## config.mk

```make
export PLATFORM = sky130hd
export DESIGN_NAME = mem_stage_lsu
export DESIGN_NICKNAME = d
export VERILOG_FILES = /design/src/rtl/mem_stage_lsu.sv
export SDC_FILE = /design/constraint.sdc
export NUM_CORES = 1
export LEC_CHECK = 0
export CORE_MARGIN = 1.5
export CORE_UTILIZATION = 25
export DETAILED_ROUTE_END_ITERATION = 8
export SETUP_SLACK_MARGIN = 0.05
export SLEW_MARGIN = 15
export SYNTH_ARGS = -nofsm -noshare
export SYNTH_HDL_FRONTEND = slang
export SYNTH_SLANG_ARGS = --single-unit
```

## constraint.sdc

```tcl
create_clock -name clk -period 4.4 [get_ports clk]
set_input_delay 0.88 -clock clk [delete_from_list [all_inputs] [get_ports clk]]
set_output_delay 0.88 -clock clk [all_outputs]
set_load 0.005 [all_outputs]
```

## src/rtl/mem_stage_lsu.sv

```systemverilog
// mem_stage_lsu: MEM pipeline stage sitting directly behind EX.
// Takes one EX/MEM op while idle, runs a req/gnt/rvalid data-bus access for
// loads and stores, lane-aligns store data, extends load data and emits one
// registered MEM/WB result pulse per op. Upstream is stalled (in_ready=0)
// for as long as a bus access is outstanding.
module mem_stage_lsu #(
    parameter int XLEN           = 32,
    parameter int REG_ADDR_WIDTH = 5,
    parameter int MAX_WAIT       = 16
) (
    input  logic                      clk,
    input  logic                      reset,
    input  logic                      in_valid,
    output logic                      in_ready,
    input  logic [XLEN-1:0]           alu_result,
    input  logic [XLEN-1:0]           store_data,
    input  logic [REG_ADDR_WIDTH-1:0] rd_addr,
    input  logic [2:0]                funct3,
    input  logic                      mem_read,
    input  logic                      mem_write,
    input  logic                      reg_write,
    output logic                      dmem_req,
    output logic                      dmem_we,
    output logic [XLEN-1:0]           dmem_addr,
    output logic [XLEN-1:0]           dmem_wdata,
    output logic [3:0]                dmem_be,
    input  logic                      dmem_gnt,
    input  logic                      dmem_rvalid,
    input  logic [XLEN-1:0]           dmem_rdata,
    output logic                      wb_valid,
    output logic [REG_ADDR_WIDTH-1:0] wb_rd_addr,
    output logic [XLEN-1:0]           wb_data,
    output logic                      wb_reg_write,
    output logic                      exc_misalign,
    output logic                      exc_bus_err
);

    // The wait counter only has to reach MAX_WAIT-1: the last cycle in REQ or
    // WAIT is the one where the counter holds that value.
    localparam int CNT_W = (MAX_WAIT > 2) ? $clog2(MAX_WAIT) : 1;
    localparam logic [CNT_W-1:0] CNT_LAST = CNT_W'(MAX_WAIT - 1);

    typedef enum logic [1:0] {
        IDLE = 2'd0,
        REQ  = 2'd1,
        WAIT = 2'd2
    } state_t;

    state_t                    state_reg;
    logic [CNT_W-1:0]          cnt_reg;
    logic [2:0]                f3_reg;
    logic [1:0]                off_reg;
    logic [REG_ADDR_WIDTH-1:0] rd_reg;
    logic                      rw_reg;
    logic [XLEN-1:0]           addr_reg;

    logic                      accept;
    logic                      is_mem;
    logic                      misalign;
    logic [3:0]                lane_be;
    logic [XLEN-1:0]           lane_wdata;
    logic [7:0]                ld_byte;
    logic [15:0]               ld_half;
    logic [XLEN-1:0]           ld_ext;

    assign in_ready = (state_reg == IDLE);
    assign accept   = in_valid && in_ready;
    assign is_mem   = mem_read || mem_write;

    // Alignment and encoding legality of the incoming memory op.
    always_comb begin
        misalign = 1'b0;
        case (funct3[1:0])
            2'b01:   misalign = alu_result[0];
            2'b10:   misalign = (alu_result[1:0] != 2'b00);
            2'b11:   misalign = 1'b1;
            default: misalign = 1'b0;
        endcase
        if (mem_read && funct3[2] && funct3[1]) begin
            misalign = 1'b1;
        end
        if (mem_write && funct3[2]) begin
            misalign = 1'b1;
        end
    end

    // Per byte lane: enable and the store byte that lands there. Bytes are
    // replicated on all lanes, halves on both half-words, words go straight.
    genvar gi;
    generate
        for (gi = 0; gi < 4; gi++) begin : g_lane
            assign lane_be[gi] =
                (funct3[1:0] == 2'b00) ? (alu_result[1:0] == 2'(gi)) :
                (funct3[1:0] == 2'b01) ? (alu_result[1] == 1'(gi / 2)) :
                                         1'b1;
            assign lane_wdata[8*gi +: 8] =
                (funct3[1:0] == 2'b00) ? store_data[7:0] :
                (funct3[1:0] == 2'b01) ? store_data[8*(gi % 2) +: 8] :
                                         store_data[8*gi +: 8];
        end
    endgenerate

    // Load data is picked out of the returned word using the offset latched
    // at accept time, since the inputs may change while the access runs.
    assign ld_byte = dmem_rdata[{off_reg, 3'b000} +: 8];
    assign ld_half = dmem_rdata[{off_reg[1], 4'b0000} +: 16];

    // Sign/zero extension selected by the latched load size.
    always_comb begin
        case (f3_reg)
            3'b000:  ld_ext = {{(XLEN-8){ld_byte[7]}}, ld_byte};
            3'b001:  ld_ext = {{(XLEN-16){ld_half[15]}}, ld_half};
            3'b100:  ld_ext = {{(XLEN-8){1'b0}}, ld_byte};
            3'b101:  ld_ext = {{(XLEN-16){1'b0}}, ld_half};
            default: ld_ext = dmem_rdata;
        endcase
    end

    // Control FSM with registered bus and writeback outputs; the result
    // flags are single-cycle pulses that default low every cycle.
    always_ff @(posedge clk or posedge reset) begin
        if (reset) begin
            state_reg    <= IDLE;
            cnt_reg      <= '0;
            f3_reg       <= '0;
            off_reg      <= '0;
            rd_reg       <= '0;
            rw_reg       <= 1'b0;
            addr_reg     <= '0;
            dmem_req     <= 1'b0;
            dmem_we      <= 1'b0;
            dmem_addr    <= '0;
            dmem_wdata   <= '0;
            dmem_be      <= '0;
            wb_valid     <= 1'b0;
            wb_rd_addr   <= '0;
            wb_data      <= '0;
            wb_reg_write <= 1'b0;
            exc_misalign <= 1'b0;
            exc_bus_err  <= 1'b0;
        end else begin
            wb_valid     <= 1'b0;
            wb_reg_write <= 1'b0;
            exc_misalign <= 1'b0;
            exc_bus_err  <= 1'b0;
            case (state_reg)
                IDLE: begin
                    if (accept) begin
                        if (!is_mem) begin
                            wb_valid     <= 1'b1;
                            wb_rd_addr   <= rd_addr;
                            wb_data      <= alu_result;
                            wb_reg_write <= reg_write;
                        end else if (misalign) begin
                            wb_valid     <= 1'b1;
                            wb_rd_addr   <= rd_addr;
                            wb_data      <= alu_result;
                            exc_misalign <= 1'b1;
                        end else begin
                            state_reg  <= REQ;
                            cnt_reg    <= '0;
                            f3_reg     <= funct3;
                            off_reg    <= alu_result[1:0];
                            rd_reg     <= rd_addr;
                            rw_reg     <= reg_write;
                            addr_reg   <= alu_result;
                            dmem_req   <= 1'b1;
                            dmem_we    <= mem_write;
                            dmem_addr  <= {alu_result[XLEN-1:2], 2'b00};
                            dmem_be    <= lane_be;
                            dmem_wdata <= mem_write ? lane_wdata : '0;
                        end
                    end
                end
                REQ: begin
                    // A grant in the final allowed cycle still beats the timeout.
                    if (dmem_gnt) begin
                        dmem_req <= 1'b0;
                        cnt_reg  <= '0;
                        if (dmem_we) begin
                            state_reg  <= IDLE;
                            wb_valid   <= 1'b1;
                            wb_rd_addr <= rd_reg;
                            wb_data    <= addr_reg;
                        end else begin
                            state_reg <= WAIT;
                        end
                    end else if (cnt_reg == CNT_LAST) begin
                        dmem_req    <= 1'b0;
                        state_reg   <= IDLE;
                        wb_valid    <= 1'b1;
                        wb_rd_addr  <= rd_reg;
                        wb_data     <= addr_reg;
                        exc_bus_err <= 1'b1;
                    end else begin
                        cnt_reg <= cnt_reg + 1'b1;
                    end
                end
                WAIT: begin
                    if (dmem_rvalid) begin
                        state_reg    <= IDLE;
                        wb_valid     <= 1'b1;
                        wb_rd_addr   <= rd_reg;
                        wb_data      <= ld_ext;
                        wb_reg_write <= rw_reg;
                    end else if (cnt_reg == CNT_LAST) begin
                        state_reg   <= IDLE;
                        wb_valid    <= 1'b1;
                        wb_rd_addr  <= rd_reg;
                        wb_data     <= addr_reg;
                        exc_bus_err <= 1'b1;
                    end else begin
                        cnt_reg <= cnt_reg + 1'b1;
                    end
                end
                default: begin
                    state_reg <= IDLE;
                    dmem_req  <= 1'b0;
                end
            endcase
        end
    end

endmodule

```

## Word-level counts from Yosys, hierarchy flattened

Cells that the tools add are included.

| storage, ports and cells | value |
|---|---|
| flip-flop bits (word level) | 158 |
| latch bits | 0 |
| bits in writable memories | 0 |
| ROM bits | 0 |
| input bits | 112 |
| output and inout port bits | 112 |
| logic and storage cells | 130 |
| memories kept | 0 |

| operators by class | value |
|---|---|
| $add $sub $neg | 1 |
| $mul | 0 |
| div/mod/pow operators | 0 |
| order comparisons | 0 |
| equality and inequality tests | 19 |
| shift operators | 2 |
| mux-type cells | 71 |
| bitwise operators | 3 |
| reductions and logical operators | 16 |

Operators with widths:

| operator | count |
|---|---|
| two-way mux 32 bit | 8 |
| case mux 32 bit (4 select lines) | 1 |
| case mux 32 bit (3 select lines) | 1 |
| two-way mux 8 bit | 5 |
| two-way mux 5 bit | 7 |
| variable part select 32 x 6 -> 16 bit | 1 |
| variable part select 32 x 6 -> 8 bit | 1 |
| two-way mux 1 bit | 28 |
| two-way mux 4 bit | 6 |
| case mux 5 bit (3 select lines) | 1 |
| two-way mux 2 bit | 7 |
| case mux 4 bit (3 select lines) | 1 |
| equality test 2 bit (second input constant) | 5 |
| AND reduction 5 bit | 2 |
| case mux 1 bit (3 select lines) | 3 |
| AND reduction 4 bit | 2 |
| equality test 2 x 1 -> 1 bit (second input constant) | 3 |
| equality test 3 bit (second input constant) | 2 |
| logical NOT 2 bit | 3 |
| inequality test 3 bit (second input constant) | 2 |
| case mux 2 bit (3 select lines) | 1 |
| adder 4 x 1 -> 4 bit (second input constant) | 1 |
| equality test 4 bit (second input constant) | 1 |
| logical AND 1 bit | 4 |
| 11 further kinds | 16 |

## Longest topological paths before layout

| logic depth | value |
|---|---|
| depth in word-level cells | 8 |
| depth in mapped cells | 10 |

## Worst setup path before layout

Ideal clock, no wire load.

| path | value |
|---|---|
| path type | input -> register |
| start | in funct3[0] |
| end | reg wb_data[7] |
| library setup time | 128 ps |
| arrival | 2197 ps |
| required time | 4272 ps |
| path slack | 2076 ps |
| stages on the path | 7 |
| cell sequence | buf_2 > a21oi_2 > o221a_4 > a2111oi_4 > o21ai_2 > buf_4 > o2bb2ai_2 |

| between the ends | value |
|---|---|
| word-level cells in the longest chain between the ends | 6 |
| elaborated cells on any way between the ends | 8 |

RTL lines:

| element | RTL line | text |
|---|---|---|
| start, declared | 18 | `input logic [2:0] funct3,` |
| equality test 2 bit or equality test 2 x 1 -> 1 bit (tied branches) | 73 | `case (funct3[1:0])` |
| case mux 1 bit (3 select lines) (*) | 73 |  |
| two-way mux 1 bit (*) | 79 | `if (mem_read && funct3[2] && funct3[1]) begin` |
| two-way mux 1 bit (*) | 82 | `if (mem_write && funct3[2]) begin` |
| inequality test 3 x 2 -> 1 bit (no source line) (*) | -- |  |
| AND reduction 4 bit (no source line) (*) | -- |  |
| end signal, assigned | 152 | `wb_data <= alu_result;` |
| end signal, assigned | 157 | `wb_data <= alu_result;` |
| end signal, assigned | 184 | `wb_data <= addr_reg;` |
| end, declared | 32 | `output logic [XLEN-1:0] wb_data,` |

Mark *: on every way between the ends. The rest lies on a longest branch, timed or not.
A chain may end at the register's enable or synchronous reset.

## Worst setup path after layout

| path | value |
|---|---|
| start | in funct3[1] |
| end | reg rw_reg |

| between the ends | value |
|---|---|
| word-level cells in the longest chain between the ends | 6 |
| elaborated cells on any way between the ends | 9 |

RTL lines:

| element | RTL line | text |
|---|---|---|
| equality test 2 bit or equality test 2 x 1 -> 1 bit (tied branches) | 73 |  |
| case mux 1 bit (3 select lines) | 73 |  |
| two-way mux 1 bit (*) | 79 |  |
| two-way mux 1 bit (*) | 82 |  |
| inverter 1 bit (no source line) (*) | -- |  |
| AND reduction 4 bit (no source line) (*) | -- |  |
| end signal, assigned | 165 | `rw_reg <= reg_write;` |
| end, declared | 54 | `logic rw_reg;` |

Marks and branches as above.

==> results_dict.tcl <==
set metrics [dict create \
    status "complete, no violations" \
    synth_top_flop_cell "dfrtp_1" \
    fin_nets 1025 \
    cts_tree "yes" \
    place.gp.congestion 0.838 \
    dr.pass1.iters 5 \
    ys_warn_count 0 \
    reg2reg_from "f3_reg[1]$_DFFE_PP0P_" \
    drive_gt1_share_pct 13.3 \
    p_seq_share_pct 30.4 \
    min_path_type "reg -> reg" \
    wl_per_cell_um 19.0 \
    post-route-cell-area_um2 10000 \
    finalHoldViolCount 0 \
    arrival_ns 3.25 \
    syn_area_um2 7100 \
    die_w_um 172 \
    rsz0062_at_grt "no" \
    hold_path.startpoint "dmem_wdata[26]$_DFFE_PP0P_" \
    coreArea_um2 27900 \
    setup_viol 0 \
    clkTransAtPathRegs_ns 0.06 \
    endpoint_kind "flip-flop" \
    fmax_ghz 0.339 \
    syn_avg_cell_area_um2 9.62 \
    r2r_slack_ns 1.80 \
    worstMarginPinSlew_ns 0.896 \
    r2r_end "wb_data[1]$_DFFE_PP0P_" \
    cp_max_fo 76 \
    rows 61 \
    p_per_area_nw_per_um2 696 \
    ios 224 \
    antenna_left 0 \
    critPathRequiredTime_ns 4.70 \
    drcViolationCount 0 \
    cts_root_buffer "clkbuf_16" \
    path_class "in -> reg" \
    clockPowerShare_pct 20.6 \
    grt_usage_pct 17.0 \
    fin_crit_ns 2.95 \
    startpoint_type "input pin" \
    placed_area_um2 9430 \
    diodes 0 \
    cts-htree-levels 4 \
    postSynth.asyncResetShare_pct 100 \
    ir_worst_vdd_mv 0.249 \
    post-dp-hpwl_um 17400 \
    pwr-share-comb_pct 49.0 \
    cts.sinks 126 \
    cts_buffers 17 \
    grt_max_degree 127 \
    cp-startpoint "funct3[1]" \
    synth_edf_count 0 \
    syn_inst 738 \
    maxCapViolations 0 \
    dieArea_um2 29400 \
    grt_pass1_wl_um 37400 \
    fin_skew_ns 0.0172 \
    p_int_mw 4.37 \
    nFillCells 2833 \
    worstSkewPairLatency_ns 0.42 \
    cts_buffer_depth 2 \
    vias 6270 \
    ctsResizeCount 0 \
    layout_common_cells "clkdlybuf4s50_1 (221), dfrtp_1 (126), nand2_1 (97), o21ai_0 (65), mux2_2 (51)" \
    tns_ns 0 \
    ys_ff_latch 126 \
    crit_end "rw_reg$_DFFE_PP0P_" \
    routed_wl_um 24700 \
    grt_pass1_vias 6298 \
    r2r_cells 5 \
    antenna_found_initial 0 \
    start_util_pct 25.5 \
    area.growth.synth_to_final_pct 41.2 \
    slew_headroom_pct 40.2 \
    overflow 0 \
    via_per_inst 4.83 \
    yosysSeqAreaShare_pct 44.4 \
    die_h_um 172 \
    synth_cell_types 58 \
    period_share_pct 67.0 \
    hold_buffers 0 \
    cts_setup_buffers 0 \
    port-buffer-count 221 \
    swShare_pct 37.4 \
    layout_commonest_cell "clkdlybuf4s50_1" \
    drv_slew 0 \
    leakagePower_nw 4.04 \
    drt_iter0_markers 444 \
    p_switching_mw 2.61 \
]
cells by family after synthesis:
kind of cell               Yosys count  share of synthesized area [%]
and+or+nand+nor                    195                           12.2
buffers and inverters               94                           7.54
DFF                                126                           44.4
muxes                               75                           11.5
AOI/OAI and AO/OA                  242                           23.4
other                                1                         0.0528
adders and majority gates            5                          0.881
through the flow:
stage,power [mW],cells,hold slack (ns),utilization [%],setup slack [ns]
floorplan,4.15,739,0.444,-,0.164
global placement,5.55,1267,0.461,33.9,1.09
detailed placement,5.58,1267,0.469,33.9,1.04
CTS,7.07,1298,0.484,36.0,1.49
global route,7.51,1298,0.502,36.0,1.37
finish,6.98,1298,0.478,36.0,1.45
cells in the mapped netlist (2+ instances only):
cell	n	share of area, %
a211oi_1	5	0.53
a21boi_0	2	0.21
a21oi_1	23	1.6
a22o_1	2	0.25
a22oi_1	24	2.5
a31oi_1	10	0.88
buf_2	16	1.1
buf_4	33	3.5
buf_6	3	0.48
clkbuf_1	29	1.5
dfrtp_1	126	44
ha_1	5	0.88
inv_1	12	0.63
mux2_1	2	0.32
mux2_2	51	8.1
mux2i_1	22	3.1
nand2_1	97	5.1
nand2b_1	29	2.6
nand3_1	6	0.42
nor2_1	45	2.4
nor2b_1	5	0.44
nor3_1	2	0.14
o211ai_1	2	0.21
o21a_1	23	2.4
o21ai_0	65	4.6
o21ai_1	32	2.3
o21ai_2	11	1.4
o221ai_1	3	0.37
o22ai_1	8	0.70
o2bb2ai_1	8	0.99
o2bb2ai_2	6	1.3
o311a_1	5	0.70
how the worst min path moves through the flow:
stage                                  to  slack (ns)  cells after the start
2_1_floorplan      wb_reg_write$_DFF_PP0_        0.44                      2
3_3_place_gp    dmem_wdata[0]$_DFFE_PP0P_        0.46                      2
3_5_place_dp    dmem_wdata[4]$_DFFE_PP0P_        0.47                      2
4_1_cts         dmem_wdata[4]$_DFFE_PP0P_        0.48                      2
5_1_grt         wb_rd_addr[1]$_DFFE_PP0P_        0.50                      1
6_report       dmem_wdata[26]$_DFFE_PP0P_        0.48                      2
final cells by class:
class / instances / area [um^2] / area share [%]
Clock buffer: 22 / 484 / 4.83
Clock inverter: 9 / 109 / 1.09
Inverter: 12 / 47.5 / 0.474
Multi-Input combinational cell: 519 / 3440 / 34.3
Sequential cell: 126 / 3150 / 31.5
Tap cell: 378 / 473 / 4.72
Timing Repair Buffer: 232 / 2320 / 23.1
worst max-delay path, cell delays in order:
cell	delay [ns]
clkdlybuf4s50_1	0.58
o21ai_0	0.35
o221a_4	0.31
nand3_4	0.37
buf_12	0.34
mux2_2	0.33
routing by layer:
layer  global-route usage, %  part of all wire, %
met5                       0                    0
met4                    5.03                  1.3
met3                    6.35                  9.2
met2                    27.5                   46
met1                    21.0                   43
power groups by stage:
stage | Combinational [mW] | Clock (mW) | Sequential, mW
finish | 3.42 | 1.44 | 2.12
global route | 3.78 | 1.53 | 2.20
CTS | 3.46 | 1.48 | 2.13
detailed placement | 3.44 | 0 | 2.14
global placement | 3.41 | 0 | 2.13
floorplan | 2.16 | 0 | 1.99
Power figures use the tool's default switching activity.
==> variant 1 (config.mk and constraints unchanged) <==
Change the parameter `REG_ADDR_WIDTH` from 5 to 3.
--- a/src/rtl/mem_stage_lsu.sv
+++ b/src/rtl/mem_stage_lsu.sv
@@ -5,7 +5,7 @@
 // for as long as a bus access is outstanding.
 module mem_stage_lsu #(
     parameter int XLEN           = 32,
-    parameter int REG_ADDR_WIDTH = 5,
+    parameter int REG_ADDR_WIDTH = 3,
     parameter int MAX_WAIT       = 16
 ) (
     input  logic                      clk,
Interface: changed (resized rd_addr and wb_rd_addr); port bits go from 224 to 220. The function was not compared with the original's and may differ.
==> variant 1 against the unedited design <==
  * First-iteration DRC count grew 10%
  * Power decreased by 14%
  * Setup slack got worse by 0.23 ns
  * Area after synthesis down 2.4%
  * Combinational power down 24%
  * Wire length is 4.3% higher
  * Sequential cell count decreased by 4
  * Cell area fell by 1.8%
  * Count of clock-buffer cells in the layout down 2
  * Largest cell class unchanged
  * Highest routed layer unchanged
==> variant 1: results <==
[critical_path]
crit_arrival_ns = 3.54
rrSetupSlack_ns = 1.86
cp_max_fo = 54

[outcome]
status = "complete, no violations"

[global_route]
antenna_found_initial = 2
grt_max_degree = 55
grt_pass1_vias = 6344

[timing]
maxSlewHeadroom_pct = 23.0
fin_worst_skew_ns = 0.0159

[synth]
synth_xor_area_share_pct = 0
ys_top_cells_by_count = "212 x nand2_1, 122 x dfrtp_1, 42 x nor2_1"
synth_fa_ha_area_share_pct = 0.903
synth.mux.area_fraction_pct = 5.36
synth_cell_type_count = 56
yosysMostFrequentCell = "nand2_1"
syn_area_per_cell_sq_um = 8.77
synthTopCellsByArea = "dfrtp_1 44%, nand2_1 11%, buf_4 3.5%"

[route]
vias = 6538
wl_met2_um = 11900
drtIter0Drc = 490
wl_met1_um = 11000
avgViaCountPerCell = 4.88

[place]
gp_congestion = 0.826
dp.cells = 1308
hpwl_um = 18300
dpl_cell_area_sq_um = 9260

[power]
peakVddDrop_mv = 0.216

[cells_and_area]
final_nets = 1070
drive_gt1_share_pct = 9.50
==> variant 1: cell types whose count changed in the layout (fill, tap and decap cells not counted), moves of 9 or more <==
cell	before	now
mux2_2	51	17
nand3_1	6	26
o21ai_0	65	36
a21o_1	0	9
nand2b_1	29	13
a221oi_2	0	10
o21a_1	23	3
nor2b_1	5	28
o21ai_2	11	0
nand2_1	97	212
o31ai_2	0	10
a22oi_1	24	1
o2111ai_1	0	9
o21ai_1	32	9
==> variant 1: worst paths after layout <==
kind / cells past startpoint / from / endpoint
worst max-delay path: 7 / alu_result[0] / f3_reg[2]
min in group asynchronous: 2 / reset / dmem_wdata[15]
max in group asynchronous: 3 / reset / f3_reg[0]
worst max register to register: 7 / state_reg[0] / f3_reg[2]
worst min register to register: 2 / dmem_wdata[10] / dmem_wdata[10]
worst min-delay path: 2 / dmem_wdata[10] / dmem_wdata[10]
==> variant 1: area by class of cell <==
cell class | count | area, sq um | area share, %
Multi-Input combinational cell | 566 | 3360 | 34.1
Clock buffer | 20 | 467 | 4.74
Timing Repair Buffer | 230 | 2310 | 23.4
Tap cell | 372 | 465 | 4.73
Clock inverter | 12 | 123 | 1.25
Antenna cell | 1 | 2.50 | 0.0254
Sequential cell | 122 | 3050 | 31.0
Inverter | 18 | 70.1 | 0.711
==> variant 1: critical path, cell delays in order <==
cell and delay (ns):
clkdlybuf4s50_1 0.64, o21ai_0 0.20, o2111ai_1 0.26, or2_2 0.97, buf_4 0.40, nand2_1 0.10
nand2_1 0.07
==> variant 1: cells by family after synthesis <==
group,count (synthesis)
AOI/OAI and AO/OA,189
adders and majority gates,5
buffers and inverters,103
DFF,122
muxes,35
other,1
and+or+nand+nor,335
==> variant 1: routing by layer <==
| metal | vias to the layer above | track usage, % |
|---|---|---|
| met1 | 3178 | 23.2 |
| met2 | 289 | 28.4 |
| met5 | - | 0 |
| met4 | 0 | 3.85 |
| li1 | 3053 | - |
| met3 | 18 | 7.25 |
==> variant 1: through the flow <==
stage | util, % | total power, W | hold WS [ns] | setup slack (ns)
floorplan | - | 0.00335 | 0.446 | 0.277
global placement | 34.2 | 0.00461 | 0.448 | 0.805
detailed placement | 34.2 | 0.00464 | 0.458 | 0.790
CTS | 36.3 | 0.00609 | 0.469 | 1.22
global route | 36.3 | 0.00645 | 0.486 | 1.05
finish | 36.3 | 0.00603 | 0.467 | 1.22
==> variant 1: power by group <==
part	switching, W	internal, W	total [W]	leakage, nW
registers	0.000407	0.00160	0.00201	1.54
clock network	0.000537	0.000874	0.00141	0.291
logic	0.00124	0.00137	0.00261	2.49
total	0.00219	0.00385	0.00603	4.33
==> variant 2 (same settings) <==
Made on the original files. Register the output `exc_bus_err` once more, cleared by the reset; this adds one clock of latency there. The other outputs are not delayed to match.
--- a/src/rtl/mem_stage_lsu.sv
+++ b/src/rtl/mem_stage_lsu.sv
@@ -46,6 +46,8 @@
         WAIT = 2'd2
     } state_t;
 
+    logic exc_bus_err_s0;
+
     state_t                    state_reg;
     logic [CNT_W-1:0]          cnt_reg;
     logic [2:0]                f3_reg;
@@ -137,12 +139,12 @@
             wb_data      <= '0;
             wb_reg_write <= 1'b0;
             exc_misalign <= 1'b0;
-            exc_bus_err  <= 1'b0;
+            exc_bus_err_s0 <= 1'b0;
         end else begin
             wb_valid     <= 1'b0;
             wb_reg_write <= 1'b0;
             exc_misalign <= 1'b0;
-            exc_bus_err  <= 1'b0;
+            exc_bus_err_s0 <= 1'b0;
             case (state_reg)
                 IDLE: begin
                     if (accept) begin
@@ -191,7 +193,7 @@
                         wb_valid    <= 1'b1;
                         wb_rd_addr  <= rd_reg;
                         wb_data     <= addr_reg;
-                        exc_bus_err <= 1'b1;
+                        exc_bus_err_s0 <= 1'b1;
                     end else begin
                         cnt_reg <= cnt_reg + 1'b1;
                     end
@@ -208,7 +210,7 @@
                         wb_valid    <= 1'b1;
                         wb_rd_addr  <= rd_reg;
                         wb_data     <= addr_reg;
-                        exc_bus_err <= 1'b1;
+                        exc_bus_err_s0 <= 1'b1;
                     end else begin
                         cnt_reg <= cnt_reg + 1'b1;
                     end
@@ -221,5 +223,13 @@
         end
     end
 
+    always_ff @(posedge clk or posedge reset) begin
+        if (reset) begin
+            exc_bus_err <= '0;
+        end else begin
+            exc_bus_err <= exc_bus_err_s0;
+        end
+    end
+
 endmodule
 
Formal check against the unedited RTL: same outputs for any inputs over 4 cycles, from zero or initial values and one cycle with reset high; that may be too few to reach the edited logic, so the function may still have changed.
==> variant 2 against the unedited design <==
  * Setup slack worse by 0.20 ns
  * First-iteration DRC count up 6.1%
  * Die area increased by 0.59%
  * Power down 6.9%
  * Critical path depth unchanged
  * Sequential cell count is 1 higher
  * Area after synthesis rose by 0.60%
  * Synthesized cell count rose by 1.1%
  * Wire length increased by 3.3%
  * Core utilization about the same
  * Cell area grew 0.30%
  * Cell count up 0.85%
  * Critical endpoint is now wb_data[5]
  * Largest power group unchanged
==> variant 2: results <==
[place]
dpl_cell_area_sq_um = 9490
numPortBuffers = 221
gp_congestion = 0.808
hpwl_um = 18400
dp.cells = 1276

[timing]
maxSlewHeadroom_pct = 33.9
fin_worst_skew_ns = 0.0138
hold_slack_ns = 0.356

[critical_path]
worstReg2RegEnd = "wb_data[23]"
max_stage_delay_ns = 0.63
startpoint = "alu_result[1]"
crit_arrival_ns = 3.44
rrSetupSlack_ns = 1.67
cp_max_fo = 13
r2r_cells = 8

[global_route]
grt_pass1_vias = 6285
grt_pass1_wl_um = 38200
grt_usage_pct = 17.2

[power]
peakVddDrop_mv = 0.274
p_leak_nw = 4.07

[cells_and_area]
drive_gt1_share_pct = 12.4
final_nets = 1034
fill_cells = 2864

[route]
routed_wirelength_um = 25500
wl_met1_um = 10900
wl_met2_um = 12000
met3_wirelength_um = 2340
drtIter0Drc = 471
avgViaCountPerCell = 4.91

[synth]
ys.flop_type = "dfrtp_1"
synth_cell_type_count = 60
synth_cells = 746
seq_area_frac_synth_pct = 44.5
synthTopCellsByArea = "dfrtp_1 44%, mux2_2 7.6%, o21ai_0 5.5%"
ys_top_cells_by_count = "127 x dfrtp_1, 87 x nand2_1, 78 x o21ai_0"

[hold_path]
hold_path_end = "exc_bus_err"
hold_depth = 0
hp-start = "exc_bus_err_s0"

[outcome]
status = "complete, no violations"
## variant 2: changes by cell type after synthesis, moves of 10 or more
cell	delta
a211oi_1	+13
a21oi_1	+12
a22o_1	+15
a22oi_1	-24
nand2_1	-10
nand2b_1	-26
nor2_1	+15
o21a_1	-10
o21ai_0	+13
o21ai_1	-17
or3_1	+13
## variant 2: worst max-delay path, delay by kind of cell
family / cells / cell delay, ns
buf+inv: 1 / 0.63
compound gates: 5 / 1.92
## variant 2: through the flow
stage / setup slack (ns) / total power [W]
after floorplan: 0.136 / 0.00374
after global placement: 0.835 / 0.00510
after detailed placement: 0.832 / 0.00514
after CTS: 1.27 / 0.00655
after global routing: 1.08 / 0.00692
final: 1.25 / 0.00650
## variant 2: worst max path at each step
stage / end / slack, ns / depth (start not counted)
CTS: wb_data[1] / 1.27 / 6
detailed placement: wb_data[2] / 0.83 / 6
finish: wb_data[5] / 1.25 / 6
global route: wb_data[5] / 1.08 / 6
floorplan: addr_reg[10] / 0.14 / 1
global placement: wb_data[2] / 0.84 / 6
## variant 2: metal layers
layer | vias up | global-route usage (%)
li1 | 2995 | -
met1 | 3169 | 21.7
met2 | 250 | 28.0
met3 | 15 | 5.77
met4 | 0 | 4.39
met5 | - | 0
## variant 2: kinds of logic after synthesis
family,count (synthesis),synth area share (%)
AOI/OAI and AO/OA,235,22.5
adders and majority gates,5,0.876
buffers and inverters,98,7.60
DFF,127,44.5
muxes,79,12.1
other,1,0.0525
and+or+nand+nor,201,12.5
## variant 2: layout make-up
| class | instances | area, sq um | share of cell area (%) |
|---|---|---|---|
| clock inverter | 14 | 135 | 1.34 |
| antenna | 1 | 2.50 | 0.0249 |
| inverter | 16 | 65.1 | 0.647 |
| multi-input combinational | 522 | 3440 | 34.3 |
| clock buffer | 18 | 429 | 4.27 |
| tap | 378 | 473 | 4.70 |
| sequential | 127 | 3180 | 31.6 |
| timing repair buffer | 233 | 2330 | 23.1 |
## variant 2: report_power, final
group          internal (W)  total, W  switching, W
Sequential          0.00170   0.00218      0.000488
Combinational       0.00160   0.00294       0.00134
Clock              0.000787   0.00137      0.000588
Total               0.00408   0.00650       0.00242
